[src/rtl/pipe_hazard_ctrl_pkg.sv]
// Shared types and constants for the pipeline hazard controller:
// forwarding select encodings, controller states and the hard-wired zero register.
package pipe_hazard_ctrl_pkg;

    typedef enum logic {
        RUN      = 1'b0,
        MEM_WAIT = 1'b1
    } state_e;

    localparam logic [1:0] FWD_RF    = 2'b00;
    localparam logic [1:0] FWD_EXMEM = 2'b10;
    localparam logic [1:0] FWD_MEMWB = 2'b01;

    localparam logic [4:0] REG_ZERO  = 5'd0;

endpackage

[src/rtl/pipe_hazard_ctrl_fwd_unit.sv]
// Combinational forwarding select for one EX-stage source operand.
// A pending write in MEM is newer than one in WB, so it wins.
module pipe_hazard_ctrl_fwd_unit
    import pipe_hazard_ctrl_pkg::*;
(
    input  logic [4:0] src_i,
    input  logic [4:0] exmem_rd_i,
    input  logic       exmem_reg_write_i,
    input  logic [4:0] memwb_rd_i,
    input  logic       memwb_reg_write_i,
    output logic [1:0] fwd_o
);

    always_comb begin
        fwd_o = FWD_RF;
        if (exmem_reg_write_i && (exmem_rd_i != REG_ZERO) && (exmem_rd_i == src_i)) begin
            fwd_o = FWD_EXMEM;
        end else if (memwb_reg_write_i && (memwb_rd_i != REG_ZERO) && (memwb_rd_i == src_i)) begin
            fwd_o = FWD_MEMWB;
        end
    end

endmodule

[src/rtl/pipe_hazard_ctrl.sv]
// Hazard controller for the 5-stage pipeline: memory-latency freeze, taken-branch
// flush, load-use bubble, EX forwarding selects and a saturating stall counter.
module pipe_hazard_ctrl
    import pipe_hazard_ctrl_pkg::*;
#(
    parameter int DM_LATENCY = 1,
    parameter int CNT_W      = 16
) (
    input  logic             clk,
    input  logic             rst,
    input  logic [4:0]       ifid_rs,
    input  logic [4:0]       ifid_rt,
    input  logic             ifid_uses_rt,
    input  logic [4:0]       idex_rs,
    input  logic [4:0]       idex_rt,
    input  logic             idex_mem_read,
    input  logic             branch_taken,
    input  logic [4:0]       exmem_rd,
    input  logic             exmem_reg_write,
    input  logic             exmem_mem_access,
    input  logic [4:0]       memwb_rd,
    input  logic             memwb_reg_write,
    output logic             pc_write,
    output logic             pc_src_branch,
    output logic             ifid_write,
    output logic             ifid_flush,
    output logic             idex_write,
    output logic             idex_flush,
    output logic             exmem_write,
    output logic             memwb_flush,
    output logic [1:0]       fwd_a,
    output logic [1:0]       fwd_b,
    output logic             busy,
    output logic [CNT_W-1:0] stall_cycles
);

    localparam bit              MULTI_CYCLE = (DM_LATENCY > 1);
    localparam int              WAIT_W      = (DM_LATENCY > 2) ? $clog2(DM_LATENCY - 1) : 1;
    localparam logic [WAIT_W-1:0] WAIT_LOAD = WAIT_W'((DM_LATENCY > 2) ? DM_LATENCY - 2 : 0);

    state_e             state_q, state_d;
    logic [WAIT_W-1:0]  cnt_q, cnt_d;
    logic [CNT_W-1:0]   stall_q, stall_d;

    logic               freeze;
    logic               loadUseHit;
    logic               branchAct;
    logic               loadUseAct;
    logic [1:0]         fwdA, fwdB;

    pipe_hazard_ctrl_fwd_unit u_fwd_a (
        .src_i             (idex_rs),
        .exmem_rd_i        (exmem_rd),
        .exmem_reg_write_i (exmem_reg_write),
        .memwb_rd_i        (memwb_rd),
        .memwb_reg_write_i (memwb_reg_write),
        .fwd_o             (fwdA)
    );

    pipe_hazard_ctrl_fwd_unit u_fwd_b (
        .src_i             (idex_rt),
        .exmem_rd_i        (exmem_rd),
        .exmem_reg_write_i (exmem_reg_write),
        .memwb_rd_i        (memwb_rd),
        .memwb_reg_write_i (memwb_reg_write),
        .fwd_o             (fwdB)
    );

    // The triggering cycle freezes too, so the wait only needs DM_LATENCY-2 more;
    // the cnt==0 cycle in MEM_WAIT releases and ignores the still-visible access.
    always_comb begin
        state_d = state_q;
        cnt_d   = cnt_q;
        freeze  = 1'b0;
        case (state_q)
            RUN: begin
                if (MULTI_CYCLE && exmem_mem_access) begin
                    freeze  = 1'b1;
                    cnt_d   = WAIT_LOAD;
                    state_d = MEM_WAIT;
                end
            end
            MEM_WAIT: begin
                if (cnt_q != '0) begin
                    freeze = 1'b1;
                    cnt_d  = cnt_q - WAIT_W'(1);
                end else begin
                    state_d = RUN;
                end
            end
            default: state_d = RUN;
        endcase
    end

    assign loadUseHit = idex_mem_read && (idex_rt != REG_ZERO) &&
                        ((idex_rt == ifid_rs) || (ifid_uses_rt && (idex_rt == ifid_rt)));
    assign branchAct  = !freeze && branch_taken;
    assign loadUseAct = !freeze && !branch_taken && loadUseHit;

    always_comb begin
        pc_write      = 1'b1;
        pc_src_branch = 1'b0;
        ifid_write    = 1'b1;
        ifid_flush    = 1'b0;
        idex_write    = 1'b1;
        idex_flush    = 1'b0;
        exmem_write   = 1'b1;
        memwb_flush   = 1'b0;
        fwd_a         = fwdA;
        fwd_b         = fwdB;
        busy          = (state_q == MEM_WAIT);
        if (rst) begin
            pc_write    = 1'b0;
            ifid_write  = 1'b0;
            idex_write  = 1'b0;
            exmem_write = 1'b0;
            ifid_flush  = 1'b1;
            idex_flush  = 1'b1;
            memwb_flush = 1'b1;
            fwd_a       = FWD_RF;
            fwd_b       = FWD_RF;
            busy        = 1'b0;
        end else if (freeze) begin
            pc_write    = 1'b0;
            ifid_write  = 1'b0;
            idex_write  = 1'b0;
            exmem_write = 1'b0;
            memwb_flush = 1'b1;
        end else if (branchAct) begin
            pc_src_branch = 1'b1;
            ifid_flush    = 1'b1;
            idex_flush    = 1'b1;
        end else if (loadUseAct) begin
            pc_write   = 1'b0;
            ifid_write = 1'b0;
            idex_flush = 1'b1;
        end
    end

    always_comb begin
        stall_d = stall_q;
        if ((freeze || loadUseAct) && (stall_q != '1)) begin
            stall_d = stall_q + CNT_W'(1);
        end
    end

    always_ff @(posedge clk) begin
        if (rst) begin
            state_q <= RUN;
            cnt_q   <= '0;
            stall_q <= '0;
        end else begin
            state_q <= state_d;
            cnt_q   <= cnt_d;
            stall_q <= stall_d;
        end
    end

    assign stall_cycles = stall_q;

endmodule

[config.mk]
export PLATFORM = sky130hd
export DESIGN_NAME = pipe_hazard_ctrl
export DESIGN_NICKNAME = d
export VERILOG_FILES = /design/src/rtl/pipe_hazard_ctrl_pkg.sv /design/src/rtl/pipe_hazard_ctrl_fwd_unit.sv /design/src/rtl/pipe_hazard_ctrl.sv
export SDC_FILE = /design/constraint.sdc
export NUM_CORES = 1
export LEC_CHECK = 0
export CORE_ASPECT_RATIO = 0.8
export CORE_MARGIN = 8
export CORE_UTILIZATION = 37
export CTS_CLUSTER_SIZE = 16
export DETAILED_ROUTE_END_ITERATION = 10
export GPL_ROUTABILITY_DRIVEN = 0
export PLACE_DENSITY = 0.84
export RECOVER_POWER = 25
export REMOVE_ABC_BUFFERS = 1
export SETUP_SLACK_MARGIN = 0.2
export SLEW_MARGIN = 0
export SYNTH_ARGS = -nofsm -noshare
export SYNTH_HDL_FRONTEND = slang
export SYNTH_SLANG_ARGS = --single-unit
export TNS_END_PERCENT = 100
[constraint.sdc]
create_clock -name clk -period 2 [get_ports clk]
set_input_delay 0.2 -clock clk [delete_from_list [all_inputs] [get_ports clk]]
set_output_delay 0.2 -clock clk [all_outputs]
set_load 0.02 [all_outputs]
==> impl_metrics.toml <==
[sta]
fmax_mhz = 486
finalSetupViolations = 2
final_max_slew_viol_count = 0
fin_crit_sh_pct = 103
skew_ns = 0.00792
rsz0062_at_grt = "yes"
final.setup.worst_slack_ns = -0.0595
period_needed_ns = 2.06
hold_viol = 0
whs_ns = 0.506

[die]
die_w_um = 83.8
dieArea_um2 = 5880
rows = 19
fp.coreArea_um2 = 3470
io_pins = 67
dieHeight_um = 70.2
start_util_pct = 39.1

[power]
p_int_mw = 0.636
clkPwrFrac_pct = 27.4
pwr-share-comb_pct = 38.0
swShare_pct = 31.1
max-vdd-ir-drop_mv = 0.370
p_per_area_nw_per_um2 = 340
switchingPower_mw = 0.288
p_total_mw = 0.923
p_leak_nw = 1.14
seqPwrFrac_pct = 34.6

[finish]
largest_reg_flops = 16
nFillCells = 225
drive_above_1_share_pct = 47.1
multi_input_area_um2 = 1180
seqCellArea_um2 = 327
layout.nets = 330
area.growth.synth_to_final_pct = 100
diodes = 0

[synth]
synth_cell_types = 37
synth_common_cells = "18 x xnor2_1, 16 x dfxtp_1, 12 x nand2_1, 12 x xor2_1"
synth_area_per_cell_um2 = 7.81
synth.top_cell.area_share_pct = 23.6
ys_ff_latch = 16
yosysMostFrequentCell = "xnor2_1"
ys.flop_type = "dfxtp_1"
synth-async-reset-ratio_pct = 0
synth_area_leaders = "dfxtp_1 24%, xnor2_1 12%, xor2_1 7.7%, or4_1 6.1%, a21oi_1 4.1%"
syn_area_um2 = 1360
synth_largest_area_cell = "dfxtp_1"
synth-edff-count = 0
syn_inst = 174
synth_seq_area_share_pct = 23.6
synth_warnings = 0

[setup_path]
worstPathArrival_ns = 2.25
worstPathRequired_ns = 2.19
crit_slowest_cell = "or3_1"
end_kind = "flip-flop"
path_cells = "ha_4, and4_4, buf_4, buf_6, a311oi_2, nand4_1, or3_1, a21oi_2"
criticalPathCategory = "reg2reg"
r2r_slack_ns = -0.06
crit_fanout = 3
cp-start-kind = "flip-flop"
cpPeakStageDelay_ns = 0.37

[routing]
wl_um = 7200
drc = 0
drt-initial-drc-count = 241
dr.pass1.iters = 4
wire_per_inst_um = 21.8
vias = 1928
postRouteAntennaNets = 0
viasPerCell = 5.82

[clocking]
clk-insertion-delay-late_ns = 0.26
root_buffer = "clkbuf_8"
hold_buffers = 0
clk_pin_slew_worst_paths_ns = 0.07
numCtsBuffers = 3
cts_tree = "built"
cts_max_level = 1
cts_buffer_depth = 2
cts_sinks = 16

[outcome]
violations = "setup timing"
status = "finished with violations"

[run]
max_cap_viol_count = 0

[grt]
grt.busiest_layer = "met2"
grt_max_degree = 25
gr-usage-met3_pct = 4.87
grt_usage_pct = 20.7
met1_usage_pct = 23.5
grt_antenna_before_repair = 0
first_global_vias = 1911
grt_pass1_wl_um = 10000
use_met2_pct = 36.5
grt-ovfl-total = 0

[placement]
portBuffers = 64
hpwl_um = 4240

[worst_hold_path]
hold_class = "reg2reg"
[worst paths after layout]
path | cells past startpoint | from | to
hold / removal | 2 | stall_cycles[4]$_SDFFE_PP0P_ | stall_cycles[4]$_SDFFE_PP0P_
setup / recovery | 8 | stall_cycles[0]$_SDFFE_PP0P_ | stall_cycles[15]$_SDFFE_PP0P_
setup reg to reg | 8 | stall_cycles[0]$_SDFFE_PP0P_ | stall_cycles[15]$_SDFFE_PP0P_
hold reg to reg | 2 | stall_cycles[4]$_SDFFE_PP0P_ | stall_cycles[4]$_SDFFE_PP0P_
[routing by layer]
layer / up-vias / share of wire [%]
met2: 112 / 51
met5: - / 0
li1: 867 / -
met4: 0 / 4.4
met1: 915 / 38
met3: 34 / 6.4
[logic make-up after synthesis]
logic type | Yosys count | synth area share [%]
xor gates and xnor gates | 30 | 19.3
AOI/OAI and AO/OA | 36 | 17.2
buffers and inverters | 20 | 7.92
other | 1 | 0.276
and+or+nand+nor | 67 | 28.3
adders and majority gates | 1 | 0.921
muxes | 3 | 2.49
DFF | 16 | 23.6
[power groups by stage]
stage | Sequential, mW | Clock [mW] | Combinational, mW
after floorplan | 0.327 | 0 | 0.0920
after global placement | 0.326 | 0 | 0.276
after detailed placement | 0.326 | 0 | 0.284
after CTS | 0.319 | 0.250 | 0.310
after global routing | 0.319 | 0.267 | 0.368
final | 0.319 | 0.253 | 0.351
[critical path: cells and delay by family, from the launching register on]
family,cells,cell delay (ns)
AO/OA/AOI/OAI,2,0.51
buffers and inverters,2,0.24
AND/OR/NAND/NOR,3,0.74
flip-flops,1,0.34
adder cells (fa/ha/maj),1,0.16
[final cells by class]
class / instances / share of cell area, %
Multi-Input combinational cell: 138 / 43.5
Timing Repair Buffer: 129 / 40.6
Sequential cell: 16 / 12.0
Tap cell: 42 / 1.93
Clock buffer: 3 / 1.52
Inverter: 3 / 0.414
[per-stage QoR]
step	setup WS (ns)	cells	setup TNS [ns]	utilization [%]	area, µm²
2_1_floorplan	-0.311	157	-2.61	-	1260
3_3_place_gp	-0.626	302	-9.04	64.8	2250
3_5_place_dp	-0.846	302	-10.25	64.8	2250
4_1_cts	0.145	320	0	73.1	2540
5_1_grt	-0.111	331	-0.181	78.3	2720
6_report	-0.0595	331	-0.0664	78.3	2720
[layout by cell type (no fill, tap or decap), types with 3 or more instances in the layout]
| cell | synthesis | routed |
|---|---|---|
| a21oi_1 | 11 | 8 |
| a21oi_2 | 0 | 3 |
| buf_2 | 2 | 8 |
| buf_4 | 6 | 51 |
| buf_6 | 1 | 19 |
| clkbuf_2 | 0 | 10 |
| clkbuf_8 | 0 | 3 |
| clkdlybuf4s15_1 | 0 | 4 |
| clkdlybuf4s50_1 | 0 | 18 |
| dfxtp_1 | 16 | 11 |
| dfxtp_2 | 0 | 5 |
| dlygate4sd2_1 | 0 | 6 |
| dlygate4sd3_1 | 0 | 7 |
| dlymetal6s2s_1 | 0 | 5 |
| mux2_4 | 0 | 3 |
| nand2_1 | 12 | 12 |
| nand3_1 | 7 | 6 |
| nand4_1 | 7 | 7 |
| nor2_1 | 5 | 5 |
| nor2b_1 | 3 | 3 |
| nor4_4 | 0 | 4 |
| o21ai_0 | 6 | 4 |
| o31ai_1 | 6 | 6 |
| or3_1 | 6 | 5 |
| or4_1 | 11 | 8 |
| or4_4 | 0 | 3 |
| xnor2_1 | 18 | 13 |
| xnor2_2 | 0 | 5 |
| xor2_1 | 12 | 10 |
[timing repair]
action | 4_1_cts | 5_1_grt
gates resized for setup | 134 | 56
setup buffers | 14 | 11
setup endpoints to repair | 24 | 23
gates cloned | 1 | 0
pin swaps | 31 | 24
Power figures use the tool's default switching activity.
==> RTL edit 1: new RTL, same settings <==
Set the parameter `DM_LATENCY` to 2 (it was 1).
--- a/src/rtl/pipe_hazard_ctrl.sv
+++ b/src/rtl/pipe_hazard_ctrl.sv
@@ -3,7 +3,7 @@
 module pipe_hazard_ctrl
     import pipe_hazard_ctrl_pkg::*;
 #(
-    parameter int DM_LATENCY = 1,
+    parameter int DM_LATENCY = 2,
     parameter int CNT_W      = 16
 ) (
     input  logic             clk,
Behaviour: not the same (a bounded check fails within 4 cycles, from zero or initial values and one cycle with rst high).
==> RTL edit 1 against the original RTL <==
- synthesized area up 5.9%
- sequential power up 9.1%
- setup slack better by 0.090 ns
- critical path depth down 1
- final area about the same
- power up 13%
- sequential cell count up 1
- wire length down 9.2%
- count of clock-buffer cells in the layout unchanged
==> RTL edit 1: results (changes against the original RTL) <==
stage	metric	value	unit	change
outcome	outcome	completed		
worst_hold_path	holdCritPathClass	reg -> reg		
power	p_leak	1.12	nW	-1.5%
drt	drtIter0Drc	89		-63%
synthesis	synthTopCellsByArea	dfxtp_1 24%, xnor2_1 12%, or4_1 7.3%, xor2_1 7.3%, buf_6 5.5%		
global_routing	track_usage	18.8	%	-1.9 points
layout	fill_cells	265		+18%
place	io_buffer_count	66		+3.1%
drt	num_vias	1853		-3.9%
synthesis	yosysSeqAreaShare	23.7	%	+0.079 points
global_routing	grt_pass1_vias	1771		-7.3%
synthesis	synth_warnings	0		unchanged
synthesis	synth_cell_type_count	39		+5.4%
setup_path	cp_max_fo	8		+5
setup_path	rr_startpoint	state_q		
power	vdd_drop_max	0.000285	V	-23%
layout	drive_gt1_share	42.5	%	-4.6 points
synthesis	synth_edf_count	0		unchanged
place	post-dp-hpwl	4150	um	-2.1%
layout	finalNetCount	332		+0.61%
global_routing	grt_pass1_wl	9120	um	-9.0%
place	placed_cell_area	2390	um^2	+6.3%
global_routing	antenna_found_initial	0		unchanged
setup_path	crit_arrival	2.11	ns	-0.14 ns
drt	drt-total-wl	6540	um	-9.2%
clocking	cts_root_buf	clkbuf_8		
synthesis	synth_common_cells	20 x xnor2_1, 17 x dfxtp_1, 14 x or4_1, 13 x a21oi_1, 12 x xor2_1		
layout	antenna_cells	0		unchanged
drt	drt_first_pass_iters	4		unchanged
setup_path	critPathSlowestCell	dfxtp_2		
worst_hold_path	worstHoldStart	stall_cycles[10]		
setup_path	cpLargestDelayFamily	compound AO/OA/AOI/OAI gates		
setup_path	worst_path_largest_cell_delay	0.33	ns	-0.04 ns
clocking	cts_inserted_buffers	3		unchanged
timing	skew	0.00566	ns	-0.00226 ns
[RTL edit 1: through the flow]
stage | worst slack [ns] | cells | utilization (%)
after floorplan | -0.311 | 162 | -
after global placement | -0.573 | 319 | 63.7
after detailed placement | -0.654 | 319 | 63.7
after CTS | 0.0243 | 332 | 69.0
after global routing | -0.0289 | 336 | 72.4
final | 0.0303 | 336 | 72.4
[RTL edit 1: area by class of cell]
| type | count | area share, % |
|---|---|---|
| Multi-Input combinational cell | 139 | 41.8 |
| Timing Repair Buffer | 125 | 40.6 |
| Sequential cell | 17 | 12.9 |
| Tap cell | 44 | 2.03 |
| Clock buffer | 3 | 1.52 |
| Inverter | 7 | 0.967 |
| Clock inverter | 1 | 0.184 |
[RTL edit 1: timing repair]
item | CTS | global route
setup endpoints to repair | 29 | 26
hold endpoints to repair | 0 | 0
gates resized for setup | 103 | 51
gates cloned | 1 | 0
buffers inserted | 8 | 4
pin swaps | 39 | 15
[RTL edit 1: routing by layer]
metal	GRT usage (%)	part of all wire [%]	vias up	routed length (um)
met1	20.8	40	877	2600
met4	6.40	3.8	0	246
met3	4.23	5.8	27	380
li1	-	-	859	-
met5	0	0	-	0
met2	34.6	51	90	3310
[RTL edit 1: cells by family (layout without fill, tap and decap cells)]
kind of cell | count (synthesis) | after routing | synth area share [%]
AO/OA/AOI/OAI | 35 | 35 | 17.4
XOR/XNOR | 32 | 32 | 19.5
adder cells (fa/ha/maj) | 1 | 1 | 0.869
buffers and inverters | 19 | 136 | 9.91
flip-flops | 17 | 17 | 23.7
multiplexers | 1 | 1 | 0.696
AND/OR/NAND/NOR | 69 | 70 | 28.0
[RTL edit 1: path summary, 6_finish.rpt]
kind	end	slack [ns]	depth (start not counted)
worst min register to register	stall_cycles[10]	0.49	2
worst min-delay path	stall_cycles[10]	0.49	2
worst max register to register	stall_cycles[7]	0.03	7
worst max-delay path	stall_cycles[7]	0.03	7
[RTL edit 1: worst min-delay path, delay by kind of cell, from the launching register on]
| family | cells | cell delay (ns) |
|---|---|---|
| AO/OA/AOI/OAI | 2 | 0.11 |
| flip-flops | 1 | 0.35 |
[RTL edit 1: power by group]
group          switching (mW)  total (mW)  internal (mW)  leakage, nW
combinational           0.207       0.432          0.225        0.956
sequential            0.00435       0.348          0.344        0.142
clock                   0.128       0.267          0.139       0.0255
total                   0.339        1.05          0.708         1.12
==> RTL edit 2: new RTL, config.mk and constraints unchanged <==
Made on the original files. Make the reset (`rst`) asynchronous in one clocked block.
--- a/src/rtl/pipe_hazard_ctrl.sv
+++ b/src/rtl/pipe_hazard_ctrl.sv
@@ -144,7 +144,7 @@
         end
     end
 
-    always_ff @(posedge clk) begin
+    always_ff @(posedge clk or posedge rst) begin
         if (rst) begin
             state_q <= RUN;
             cnt_q   <= '0;
Check against the original RTL: differs if rst is asserted again (counterexample within 4 cycles, from zero or initial values and one cycle with rst high); with rst held inactive, the same outputs for 10 cycles.
==> RTL edit 2 against the original RTL <==
- wire length down 22%
- synthesized cell count down 16%
- highest routed layer unchanged
- synthesized area up 0.55%
- setup slack better by 0.068 ns
- hold slack worse by 0.32 ns
- global-route usage fell by 3.5 points
- power grew 23%
- final area shrank 4.8%
- sequential cell count unchanged
==> RTL edit 2: results (changes against the original RTL) <==
stage	metric	value	unit	change
place	place_ws	-0.682	ns	+0.164 ns
layout	buffer_area_share	38.8	%	-1.8 points
drt	drtIter0Drc	53		-78%
timing	skew	0.00106	ns	-0.00686 ns
outcome	outcome	completed		
setup_path	rrSetupSlack	0.008	ns	+0.07 ns
synthesis	synthTopCellsByArea	dfrtp_1 29%, xor2_1 20%, xnor2_1 7.7%, nor3_1 3.3%, nor4_1 3.2%		
synthesis	synthXorXnorAreaFrac	27.6	%	+8.2 points
setup_path	cp-startpoint	stall_cycles[1]		
setup_path	reg2reg_depth	7		-1
layout	n_all_buffers	115		-11%
layout	finalNetCount	295		-11%
power	vdd_drop_max	0.000313	V	-15%
place	post-dp-hpwl	4030	um	-5.0%
setup_path	endpoint	stall_cycles[9]		
floorplanning	dieArea	5910	um^2	+0.44%
setup_path	crit_arrival	2.11	ns	-0.14 ns
power	p_leak	1.27	nW	+11%
global_routing	grt_max_degree	19		-24%
synthesis	synth_compound_area_share	4.12	%	-13 points
drt	avgViaCountPerCell	5.27		-9.6%
layout	fin_area	2590	um^2	-4.8%
synthesis	synth-adder-area-share	0.916	%	-0.0051 points
setup_path	worst_path_largest_cell_delay	0.57	ns	+0.20 ns
synthesis	syn-mean-instance-area	9.29	um^2	+19%
clocking	cts_setup_buffers	9		-5
layout	inv_count	4		+1
global_routing	track_usage	17.2	%	-3.5 points
layout	multi_input_area_share	40.9	%	-2.7 points
synthesis	muxShareOfSynthArea	2.47	%	-0.014 points
RTL edit 2: changes by cell type in the layout (fill, tap and decap cells not counted), sizes merged, moves of 5 or more:
cell,unedited run,this run
xor2,12,31
buf,78,61
dfrtp,0,16
dfxtp,16,0
a21oi,11,2
clkdlybuf4s50,18,27
dlygate4sd3,7,0
nor3,2,9
dlygate4sd2,6,12
o31ai,6,0
or3,6,0
or4,11,5
xnor2,18,12
o21ai,7,2
RTL edit 2: power by group:
part / leakage, nW / switching, mW / total, mW / internal (mW)
sequential: 0.217 / 0.0116 / 0.352 / 0.340
clock: 0.0288 / 0.114 / 0.289 / 0.175
combinational: 1.03 / 0.231 / 0.497 / 0.266
total: 1.27 / 0.357 / 1.14 / 0.781
RTL edit 2: layer usage:
metal  GRT usage [%]  vias to the layer above  wire length (um)
met2            30.4                       52              2950
li1                -                      725                 -
met4            4.59                        0               158
met1            20.2                      771              2280
met5               0                        -                 0
met3            3.82                       16               264
